$ cat src/rtl/adbg_tap_pkg.sv
// Shared TAP definitions: state encoding, default opcodes, IR capture pattern and the 1149.1 next-state graph.
package adbg_tap_pkg;

    typedef enum logic [3:0] {
        TAP_TLR      = 4'h0,
        TAP_RTI      = 4'h1,
        TAP_SEL_DR   = 4'h2,
        TAP_CAP_DR   = 4'h3,
        TAP_SHIFT_DR = 4'h4,
        TAP_EXIT1_DR = 4'h5,
        TAP_PAUSE_DR = 4'h6,
        TAP_EXIT2_DR = 4'h7,
        TAP_UPD_DR   = 4'h8,
        TAP_SEL_IR   = 4'h9,
        TAP_CAP_IR   = 4'hA,
        TAP_SHIFT_IR = 4'hB,
        TAP_EXIT1_IR = 4'hC,
        TAP_PAUSE_IR = 4'hD,
        TAP_EXIT2_IR = 4'hE,
        TAP_UPD_IR   = 4'hF
    } tap_state_e;

    typedef enum logic [1:0] {
        DR_BYPASS   = 2'd0,
        DR_IDCODE   = 2'd1,
        DR_DEBUG    = 2'd2,
        DR_USERCODE = 2'd3
    } dr_sel_e;

    localparam logic [3:0] OP_IDCODE   = 4'b0010;
    localparam logic [3:0] OP_DEBUG    = 4'b1000;
    localparam logic [3:0] OP_USERCODE = 4'b0111;
    localparam logic [3:0] OP_BYPASS   = 4'b1111;

    localparam logic [1:0] IR_CAPTURE_PAT = 2'b01;

    function automatic tap_state_e tap_next(input tap_state_e s, input logic tms);
        tap_state_e n;
        case (s)
            TAP_TLR:      n = tms ? TAP_TLR      : TAP_RTI;
            TAP_RTI:      n = tms ? TAP_SEL_DR   : TAP_RTI;
            TAP_SEL_DR:   n = tms ? TAP_SEL_IR   : TAP_CAP_DR;
            TAP_CAP_DR:   n = tms ? TAP_EXIT1_DR : TAP_SHIFT_DR;
            TAP_SHIFT_DR: n = tms ? TAP_EXIT1_DR : TAP_SHIFT_DR;
            TAP_EXIT1_DR: n = tms ? TAP_UPD_DR   : TAP_PAUSE_DR;
            TAP_PAUSE_DR: n = tms ? TAP_EXIT2_DR : TAP_PAUSE_DR;
            TAP_EXIT2_DR: n = tms ? TAP_UPD_DR   : TAP_SHIFT_DR;
            TAP_UPD_DR:   n = tms ? TAP_SEL_DR   : TAP_RTI;
            TAP_SEL_IR:   n = tms ? TAP_TLR      : TAP_CAP_IR;
            TAP_CAP_IR:   n = tms ? TAP_EXIT1_IR : TAP_SHIFT_IR;
            TAP_SHIFT_IR: n = tms ? TAP_EXIT1_IR : TAP_SHIFT_IR;
            TAP_EXIT1_IR: n = tms ? TAP_UPD_IR   : TAP_PAUSE_IR;
            TAP_PAUSE_IR: n = tms ? TAP_EXIT2_IR : TAP_PAUSE_IR;
            TAP_EXIT2_IR: n = tms ? TAP_UPD_IR   : TAP_SHIFT_IR;
            TAP_UPD_IR:   n = tms ? TAP_SEL_DR   : TAP_RTI;
            default:      n = TAP_TLR;
        endcase
        return n;
    endfunction

endpackage

$ cat src/rtl/adbg_tap_fsm.sv
// TAP state register. Strobes are registered from the next state, so each one is a glitch-free
// decode of the current state and is valid for the whole tck period.
module adbg_tap_fsm
    import adbg_tap_pkg::*;
(
    input  logic       tck_i,
    input  logic       trst_i,
    input  logic       tms_i,
    output tap_state_e state_o,
    output tap_state_e state_next_o,
    output logic       test_logic_reset_o,
    output logic       run_test_idle_o,
    output logic       shift_dr_o,
    output logic       pause_dr_o,
    output logic       update_dr_o,
    output logic       capture_dr_o
);

    tap_state_e state_q;
    tap_state_e state_d;
    logic       tlr_q;
    logic       rti_q;
    logic       shift_dr_q;
    logic       pause_dr_q;
    logic       update_dr_q;
    logic       capture_dr_q;

    // Next state from the 1149.1 graph.
    always_comb begin
        state_d = tap_next(state_q, tms_i);
    end

    // State register and its registered state decodes.
    always_ff @(posedge tck_i or posedge trst_i) begin
        if (trst_i) begin
            state_q      <= TAP_TLR;
            tlr_q        <= 1'b1;
            rti_q        <= 1'b0;
            shift_dr_q   <= 1'b0;
            pause_dr_q   <= 1'b0;
            update_dr_q  <= 1'b0;
            capture_dr_q <= 1'b0;
        end else begin
            state_q      <= state_d;
            tlr_q        <= (state_d == TAP_TLR);
            rti_q        <= (state_d == TAP_RTI);
            shift_dr_q   <= (state_d == TAP_SHIFT_DR);
            pause_dr_q   <= (state_d == TAP_PAUSE_DR);
            update_dr_q  <= (state_d == TAP_UPD_DR);
            capture_dr_q <= (state_d == TAP_CAP_DR);
        end
    end

    assign state_o            = state_q;
    assign state_next_o       = state_d;
    assign test_logic_reset_o = tlr_q;
    assign run_test_idle_o    = rti_q;
    assign shift_dr_o         = shift_dr_q;
    assign pause_dr_o         = pause_dr_q;
    assign update_dr_o        = update_dr_q;
    assign capture_dr_o       = capture_dr_q;

endmodule

$ cat src/rtl/adbg_tap_ctrl.sv
// JTAG TAP controller in front of the advanced debug top: IR, IDCODE/BYPASS DRs and the TDO mux.
// Define ADBG_TAP_USERCODE_EN to add the 32-bit USERCODE register.
module adbg_tap_ctrl
    import adbg_tap_pkg::*;
#(
    parameter int                   IR_WIDTH       = 4,
    parameter logic [31:0]          IDCODE_VALUE   = 32'h249511C3,
    parameter logic [IR_WIDTH-1:0]  IDCODE_INSTR   = IR_WIDTH'(OP_IDCODE),
    parameter logic [IR_WIDTH-1:0]  DEBUG_INSTR    = IR_WIDTH'(OP_DEBUG),
    parameter logic [IR_WIDTH-1:0]  USERCODE_INSTR = IR_WIDTH'(OP_USERCODE)
`ifdef ADBG_TAP_USERCODE_EN
    ,parameter logic [31:0]         USERCODE_VALUE = 32'h00000001
`endif
)(
    input  logic                tck_i,
    input  logic                trst_i,
    input  logic                tms_i,
    input  logic                tdi_i,
    output logic                tdo_o,
    output logic                tdo_oe_o,
    input  logic                debug_tdo_i,
    output logic                test_logic_reset_o,
    output logic                run_test_idle_o,
    output logic                shift_dr_o,
    output logic                pause_dr_o,
    output logic                update_dr_o,
    output logic                capture_dr_o,
    output logic                debug_select_o,
    output logic [IR_WIDTH-1:0] ir_o
);

    localparam logic [IR_WIDTH-1:0] IR_CAPTURE_VAL = IR_WIDTH'(IR_CAPTURE_PAT);
    localparam logic [IR_WIDTH-1:0] BYPASS_INSTR   = {IR_WIDTH{OP_BYPASS[0]}};

    tap_state_e          state_s;
    tap_state_e          state_next_s;
    dr_sel_e             dr_sel_s;
    logic [IR_WIDTH-1:0] ir_shift_q;
    logic [IR_WIDTH-1:0] ir_q;
    logic [IR_WIDTH-1:0] ir_d;
    logic                dbg_sel_q;
    logic                bypass_q;
    logic [31:0]         idcode_q;
    logic                tdo_q;
    logic                tdo_d;
    logic                tdo_oe_q;
    logic                tdo_oe_d;
`ifdef ADBG_TAP_USERCODE_EN
    logic [31:0]         usercode_q;
`endif

    adbg_tap_fsm u_fsm (
        .tck_i              (tck_i),
        .trst_i             (trst_i),
        .tms_i              (tms_i),
        .state_o            (state_s),
        .state_next_o       (state_next_s),
        .test_logic_reset_o (test_logic_reset_o),
        .run_test_idle_o    (run_test_idle_o),
        .shift_dr_o         (shift_dr_o),
        .pause_dr_o         (pause_dr_o),
        .update_dr_o        (update_dr_o),
        .capture_dr_o       (capture_dr_o)
    );

    // IR shift register: capture pattern, then LSB-first shift with tdi into the MSB.
    always_ff @(posedge tck_i or posedge trst_i) begin
        if (trst_i) begin
            ir_shift_q <= {IR_WIDTH{1'b0}};
        end else begin
            case (state_s)
                TAP_CAP_IR:   ir_shift_q <= IR_CAPTURE_VAL;
                TAP_SHIFT_IR: ir_shift_q <= {tdi_i, ir_shift_q[IR_WIDTH-1:1]};
                default:      ir_shift_q <= ir_shift_q;
            endcase
        end
    end

    // Latched IR: reloaded on the way into Test-Logic-Reset, otherwise only changed by Update-IR.
    always_comb begin
        if (state_next_s == TAP_TLR) begin
            ir_d = IDCODE_INSTR;
        end else if (state_s == TAP_UPD_IR) begin
            ir_d = ir_shift_q;
        end else begin
            ir_d = ir_q;
        end
    end

    // Latched IR and the debug select derived from it.
    always_ff @(posedge tck_i or posedge trst_i) begin
        if (trst_i) begin
            ir_q      <= IDCODE_INSTR;
            dbg_sel_q <= 1'b0;
        end else begin
            ir_q      <= ir_d;
            dbg_sel_q <= (ir_d == DEBUG_INSTR);
        end
    end

    // DR selection; an explicit BYPASS match wins over any colliding opcode parameter.
    always_comb begin
        if (ir_q == BYPASS_INSTR) begin
            dr_sel_s = DR_BYPASS;
        end else if (ir_q == IDCODE_INSTR) begin
            dr_sel_s = DR_IDCODE;
        end else if (ir_q == DEBUG_INSTR) begin
            dr_sel_s = DR_DEBUG;
`ifdef ADBG_TAP_USERCODE_EN
        end else if (ir_q == USERCODE_INSTR) begin
            dr_sel_s = DR_USERCODE;
`else
        end else if (ir_q == USERCODE_INSTR) begin
            dr_sel_s = DR_BYPASS;
`endif
        end else begin
            dr_sel_s = DR_BYPASS;
        end
    end

    // Local data registers: IDCODE shifts like a 32-bit chain, BYPASS is a single stage.
    always_ff @(posedge tck_i or posedge trst_i) begin
        if (trst_i) begin
            idcode_q <= IDCODE_VALUE;
            bypass_q <= 1'b0;
        end else begin
            if (state_s == TAP_CAP_DR && dr_sel_s == DR_IDCODE) begin
                idcode_q <= IDCODE_VALUE;
            end else if (state_s == TAP_SHIFT_DR && dr_sel_s == DR_IDCODE) begin
                idcode_q <= {tdi_i, idcode_q[31:1]};
            end else begin
                idcode_q <= idcode_q;
            end
            if (state_s == TAP_CAP_DR && dr_sel_s == DR_BYPASS) begin
                bypass_q <= 1'b0;
            end else if (state_s == TAP_SHIFT_DR && dr_sel_s == DR_BYPASS) begin
                bypass_q <= tdi_i;
            end else begin
                bypass_q <= bypass_q;
            end
        end
    end

`ifdef ADBG_TAP_USERCODE_EN
    // USERCODE register, same shape as IDCODE.
    always_ff @(posedge tck_i or posedge trst_i) begin
        if (trst_i) begin
            usercode_q <= USERCODE_VALUE;
        end else if (state_s == TAP_CAP_DR && dr_sel_s == DR_USERCODE) begin
            usercode_q <= USERCODE_VALUE;
        end else if (state_s == TAP_SHIFT_DR && dr_sel_s == DR_USERCODE) begin
            usercode_q <= {tdi_i, usercode_q[31:1]};
        end else begin
            usercode_q <= usercode_q;
        end
    end
`endif

    // TDO source select for the current state.
    always_comb begin
        tdo_d    = 1'b0;
        tdo_oe_d = (state_s == TAP_SHIFT_IR) || (state_s == TAP_SHIFT_DR);
        case (state_s)
            TAP_SHIFT_IR: tdo_d = ir_shift_q[0];
            TAP_SHIFT_DR: begin
                case (dr_sel_s)
                    DR_IDCODE:   tdo_d = idcode_q[0];
                    DR_DEBUG:    tdo_d = debug_tdo_i;
`ifdef ADBG_TAP_USERCODE_EN
                    DR_USERCODE: tdo_d = usercode_q[0];
`endif
                    default:     tdo_d = bypass_q;
                endcase
            end
            default: tdo_d = 1'b0;
        endcase
    end

    // TDO and its enable change on the falling edge so the receiver samples a stable bit.
    always_ff @(negedge tck_i or posedge trst_i) begin
        if (trst_i) begin
            tdo_q    <= 1'b0;
            tdo_oe_q <= 1'b0;
        end else begin
            tdo_q    <= tdo_d;
            tdo_oe_q <= tdo_oe_d;
        end
    end

    assign tdo_o          = tdo_q;
    assign tdo_oe_o       = tdo_oe_q;
    assign debug_select_o = dbg_sel_q;
    assign ir_o           = ir_q;

endmodule

$ cat config.mk
export PLATFORM = sky130hd
export DESIGN_NAME = adbg_tap_ctrl
export DESIGN_NICKNAME = d
export VERILOG_FILES = /design/src/rtl/adbg_tap_pkg.sv /design/src/rtl/adbg_tap_fsm.sv /design/src/rtl/adbg_tap_ctrl.sv
export SDC_FILE = /design/constraint.sdc
export NUM_CORES = 1
export LEC_CHECK = 0
export ABC_AREA = 1
export ABC_CLOCK_PERIOD_IN_PS = 2600
export CORE_UTILIZATION = 30
export CTS_CLUSTER_DIAMETER = 120
export DETAILED_ROUTE_END_ITERATION = 6
export PLACE_DENSITY = 0.48
export SLEW_MARGIN = 20
export SYNTH_ARGS = -nofsm -noshare
export SYNTH_HDL_FRONTEND = slang
export SYNTH_SLANG_ARGS = --single-unit
export TNS_END_PERCENT = 30
$ cat constraint.sdc
create_clock -name tck_i -period 2.6 [get_ports tck_i]
set_clock_uncertainty 0.1 [all_clocks]
set_input_delay 0.52 -clock tck_i [delete_from_list [all_inputs] [get_ports tck_i]]
set_output_delay 0.52 -clock tck_i [all_outputs]
set_load 0.005 [all_outputs]
**After elaboration in Yosys (flattened, before gate mapping)**

Cells that the tools add are included.

- Memory bits (writable): 0
- Memory bits (read-only): 0
- Latch bits: 0
- Register bits after elaboration: 54
- Memories kept: 0

- $add $sub $neg: 0
- Shifts and indexed selects: 0
- Multiplexer cells: 25
- Bitwise operators: 0
- Eq/ne operators: 26
- $mul: 0
- Reduce and logical (&&, ||, !) cells: 14
- Divide/modulo/power cells: 0
- $lt $le $gt $ge: 0

Operator list:

| kind | count |
|---|---|
| $mux W32 | 2 |
| $eq A4 B4 Y1 const B | 12 |
| $pmux W4 S12 | 1 |
| $eq A4 B3 Y1 const B | 6 |
| $mux W4 | 6 |
| $eq A4 B2 Y1 const B | 4 |
| $mux W2 | 6 |
| $eq A4 B1 Y1 const B | 2 |
| $logic_not A4 Y1 | 2 |
| $pmux W4 S2 | 1 |
| $mux W3 | 2 |
| $reduce_bool A2 Y1 | 3 |
| $mux W1 | 5 |
| $logic_and A1 B1 Y1 | 4 |
| $pmux W1 S2 | 2 |
| $reduce_or A2 Y1 | 2 |
| $reduce_or A3 Y1 | 1 |
| $eq A2 B1 Y1 const B | 1 |
| $eq A2 B2 Y1 const B | 1 |
| $logic_not A2 Y1 | 1 |
| $logic_or A1 B1 Y1 | 1 |

**Depth between registers and ports, before layout**

- Word-level depth: 8
- Depth in mapped cells: 10
- Mapped depth without buffers: 10

**Cells and area by module**

From an unflattened synthesis, not the netlist that was laid out.

- Cells, all modules: 344
- Area total of the unflattened synthesis: 2658.8 µm²

Modules (own cells, without submodules):

| module | area an instance (µm²) | times used | cells each |
|---|---|---|---|
| adbg_tap_ctrl | 2029.4 | 1 | 255 |
| adbg_tap_fsm | 629.4 | 1 | 89 |

==> qor.yml <==
status: "complete, but fails checks"
violations: "negative setup slack"
grt_pass1_vias: 1759
htreeDepth: 2
worst_pin_slew_ps: 640
reg2regPathDepth: 6
syn_avg_cell_area_um2: 8.43
coreArea_um2: 7770
diodes: 0
gp_congestion: 0.814
grt_max_degree: 52
syn_inst: 286
worstPathCellList: "nor4_4 -> inv_2 -> ha_4 -> nor2_2 -> a21oi_1 -> o21ai_1"
crit_required_ps: 1350
setup_viol: 3
reg2reg_from: "ir_o[2]"
row_count: 32
grt_pass1_wl_mm: 8.71
placedInstanceArea_um2: 2810
power.leakage_nw: 1.47
slowest_stage: "dfrtp_2"
cts-hold-fix-buffers: 0
end_kind: "flop"
clk_path_buf_depth: 2
grt_usage: 0.132
clockRootBuffer: "clkbuf_8"
viasPerCell: 4.36
powerDensity_nw_per_um2: 1150
drt-total-wl_mm: 4.89
slowest_delay_ps: 460
synth-seq-cells: 54
fin_util: 0.385
remaining_drc_errors: 0
critPathBufInv: 1
ios: 18
drv_slew: 0
max-cap-violations: 0
ir_drop_mv: 0.333
hpwl_mm: 3.30
dieArea_um2: 8400
syn_to_final_growth_pct: 24.2
layout.nets: 327
numCtsBuffers: 5
drtIter0Drc: 64
whs_ps: 335
report.final.hold_viol_count: 0
avgRoutedWirePerCell_um: 11.6
seq_area_frac_synth: 0.568
start_util: 0.310
yosysUniqueCellTypes: 24
startpoint: "ir_o[2]"
chipWidth_um: 91.6
first_pass_iters: 4
nFillCells: 815
relSlewSlack: 0.573
hold_class: "input pin to asynchronous set/reset pin"
yosysWarnings: 0
postRouteAntennaNets: 0
worst-setup-path-type: "flop to flop"
overflow: 0
rsz0062_at_grt: "true"
cp.depth: 6
io_buffer_count: 17
critPathTopFamily: "flip-flops"
path_max_fanout: 3
path_clk_slew_ps: 100
antenna_found_initial: 0
cts.sinks: 54
fin_area_um2: 2990
cp.arrival_ps: 1670
power_mw: 3.44
syn_nets: 294
layout-drive-gt1-share: 0.197
setup_tns_ps: -527
num_vias: 1839
cp-start-kind: "flop"
clock_latency_ps: 310
cts_tree: "yes"
syn_area_um2: 2410
setup_ws_ps: -322
die_y_um: 91.6
[layout make-up]
class | instances | area (um^2) | area share
sequential | 54 | 1370 | 0.458
multi-input combinational | 181 | 917 | 0.306
timing repair buffer | 35 | 320 | 0.107
inverter | 42 | 161 | 0.0539
tap | 102 | 128 | 0.0426
clock buffer | 7 | 86.3 | 0.0288
clock inverter | 1 | 8.76 | 0.00293
[routing by layer]
layer  share of wire  global-route usage
met5               0                   0
met4           0.012              0.0516
met3           0.056              0.0274
met2            0.42               0.180
met1            0.52               0.202
[power breakdown]
| group | internal (mW) | switching, mW |
|---|---|---|
| Clock | 0.221 | 0.274 |
| Combinational | 0.618 | 0.872 |
| Sequential | 1.27 | 0.179 |
[cell usage in the layout, fill, tap and decap left out, types with 11 or more instances in the layout]
cell / n
dfrtp_1: 36
nand3_1: 15
nor2_1: 49
nand2_1: 55
buf_4: 16
a21oi_1: 15
clkdlybuf4s50_1: 15
o21ai_0: 15
inv_1: 34
dfstp_2: 14
a31oi_1: 11
[what timing repair did]
action | 4_1_cts | 5_1_grt
pin swaps | 5 | 2
gates resized for setup | 17 | 11
buffers inserted | 2 | 1
hold endpoints to repair | 0 | 0
endpoints found under the setup margin | 3 | 3
[cells in the mapped netlist]
cell,instances,share of area
inv_1,39,0.061
nand2_1,56,0.087
a31oi_1,11,0.029
inv_2,2,0.0031
ha_1,3,0.016
a21oi_1,15,0.031
nor4_1,2,0.0052
clkbuf_1,2,0.0031
o21ai_1,2,0.0042
nand2_2,1,0.0026
nand3_1,15,0.031
a21oi_4,1,0.0068
dfrtp_1,38,0.39
o22ai_1,2,0.0052
dfrtn_1,2,0.021
buf_2,7,0.015
nor2_2,1,0.0026
nor2_1,50,0.078
nand3_2,2,0.0083
clkinv_1,1,0.0016
nand3b_1,1,0.0031
nor3_1,2,0.0042
o21ai_0,17,0.035
dfstp_2,14,0.15
[sequential cells by signal (all words and copies together), names as in the netlist]
name and count:
u_fsm.pause_dr_o 1, ir_o 4, u_fsm.test_logic_reset_o 1, tdo_o 1, ir_shift_q 4, idcode_q 32, u_fsm.run_test_idle_o 1, u_fsm.state_o 4
u_fsm.shift_dr_o 1, bypass_q 1, debug_select_o 1, u_fsm.capture_dr_o 1, tdo_oe_o 1, u_fsm.update_dr_o 1
[worst register-to-register path, stage by stage (launching register included)]
cell and delay (ps):
dfrtp_2 460, nor4_4 320, inv_2 100, ha_4 280
nor2_2 30, a21oi_1 100, o21ai_1 70
[cell families after synthesis]
kind of cell | synth area share
DFF | 0.568
AOI/OAI and AO/OA | 0.111
adders and majority gates | 0.0156
and+or+nand+nor | 0.222
buffers and inverters | 0.0831
[through the flow]
| stage | setup WS, ps | std cells |
|---|---|---|
| after global routing | -437 | 422 |
| after CTS | -380 | 421 |
| after global placement | -501 | 411 |
| after detailed placement | -556 | 411 |
| after floorplan | -434 | 286 |
| final | -322 | 422 |
[path summary, 6_finish.rpt]
kind | slack [ps] | to
setup / recovery | -320 | tdo_o
hold / removal | 330 | u_fsm.capture_dr_o
setup reg to reg | -320 | tdo_o
hold reg to reg | 390 | idcode_q[29]
max in group asynchronous | 740 | tdo_o
min in group tck_i | 390 | idcode_q[29]
Note: power is estimated with default switching activity, not from simulation.
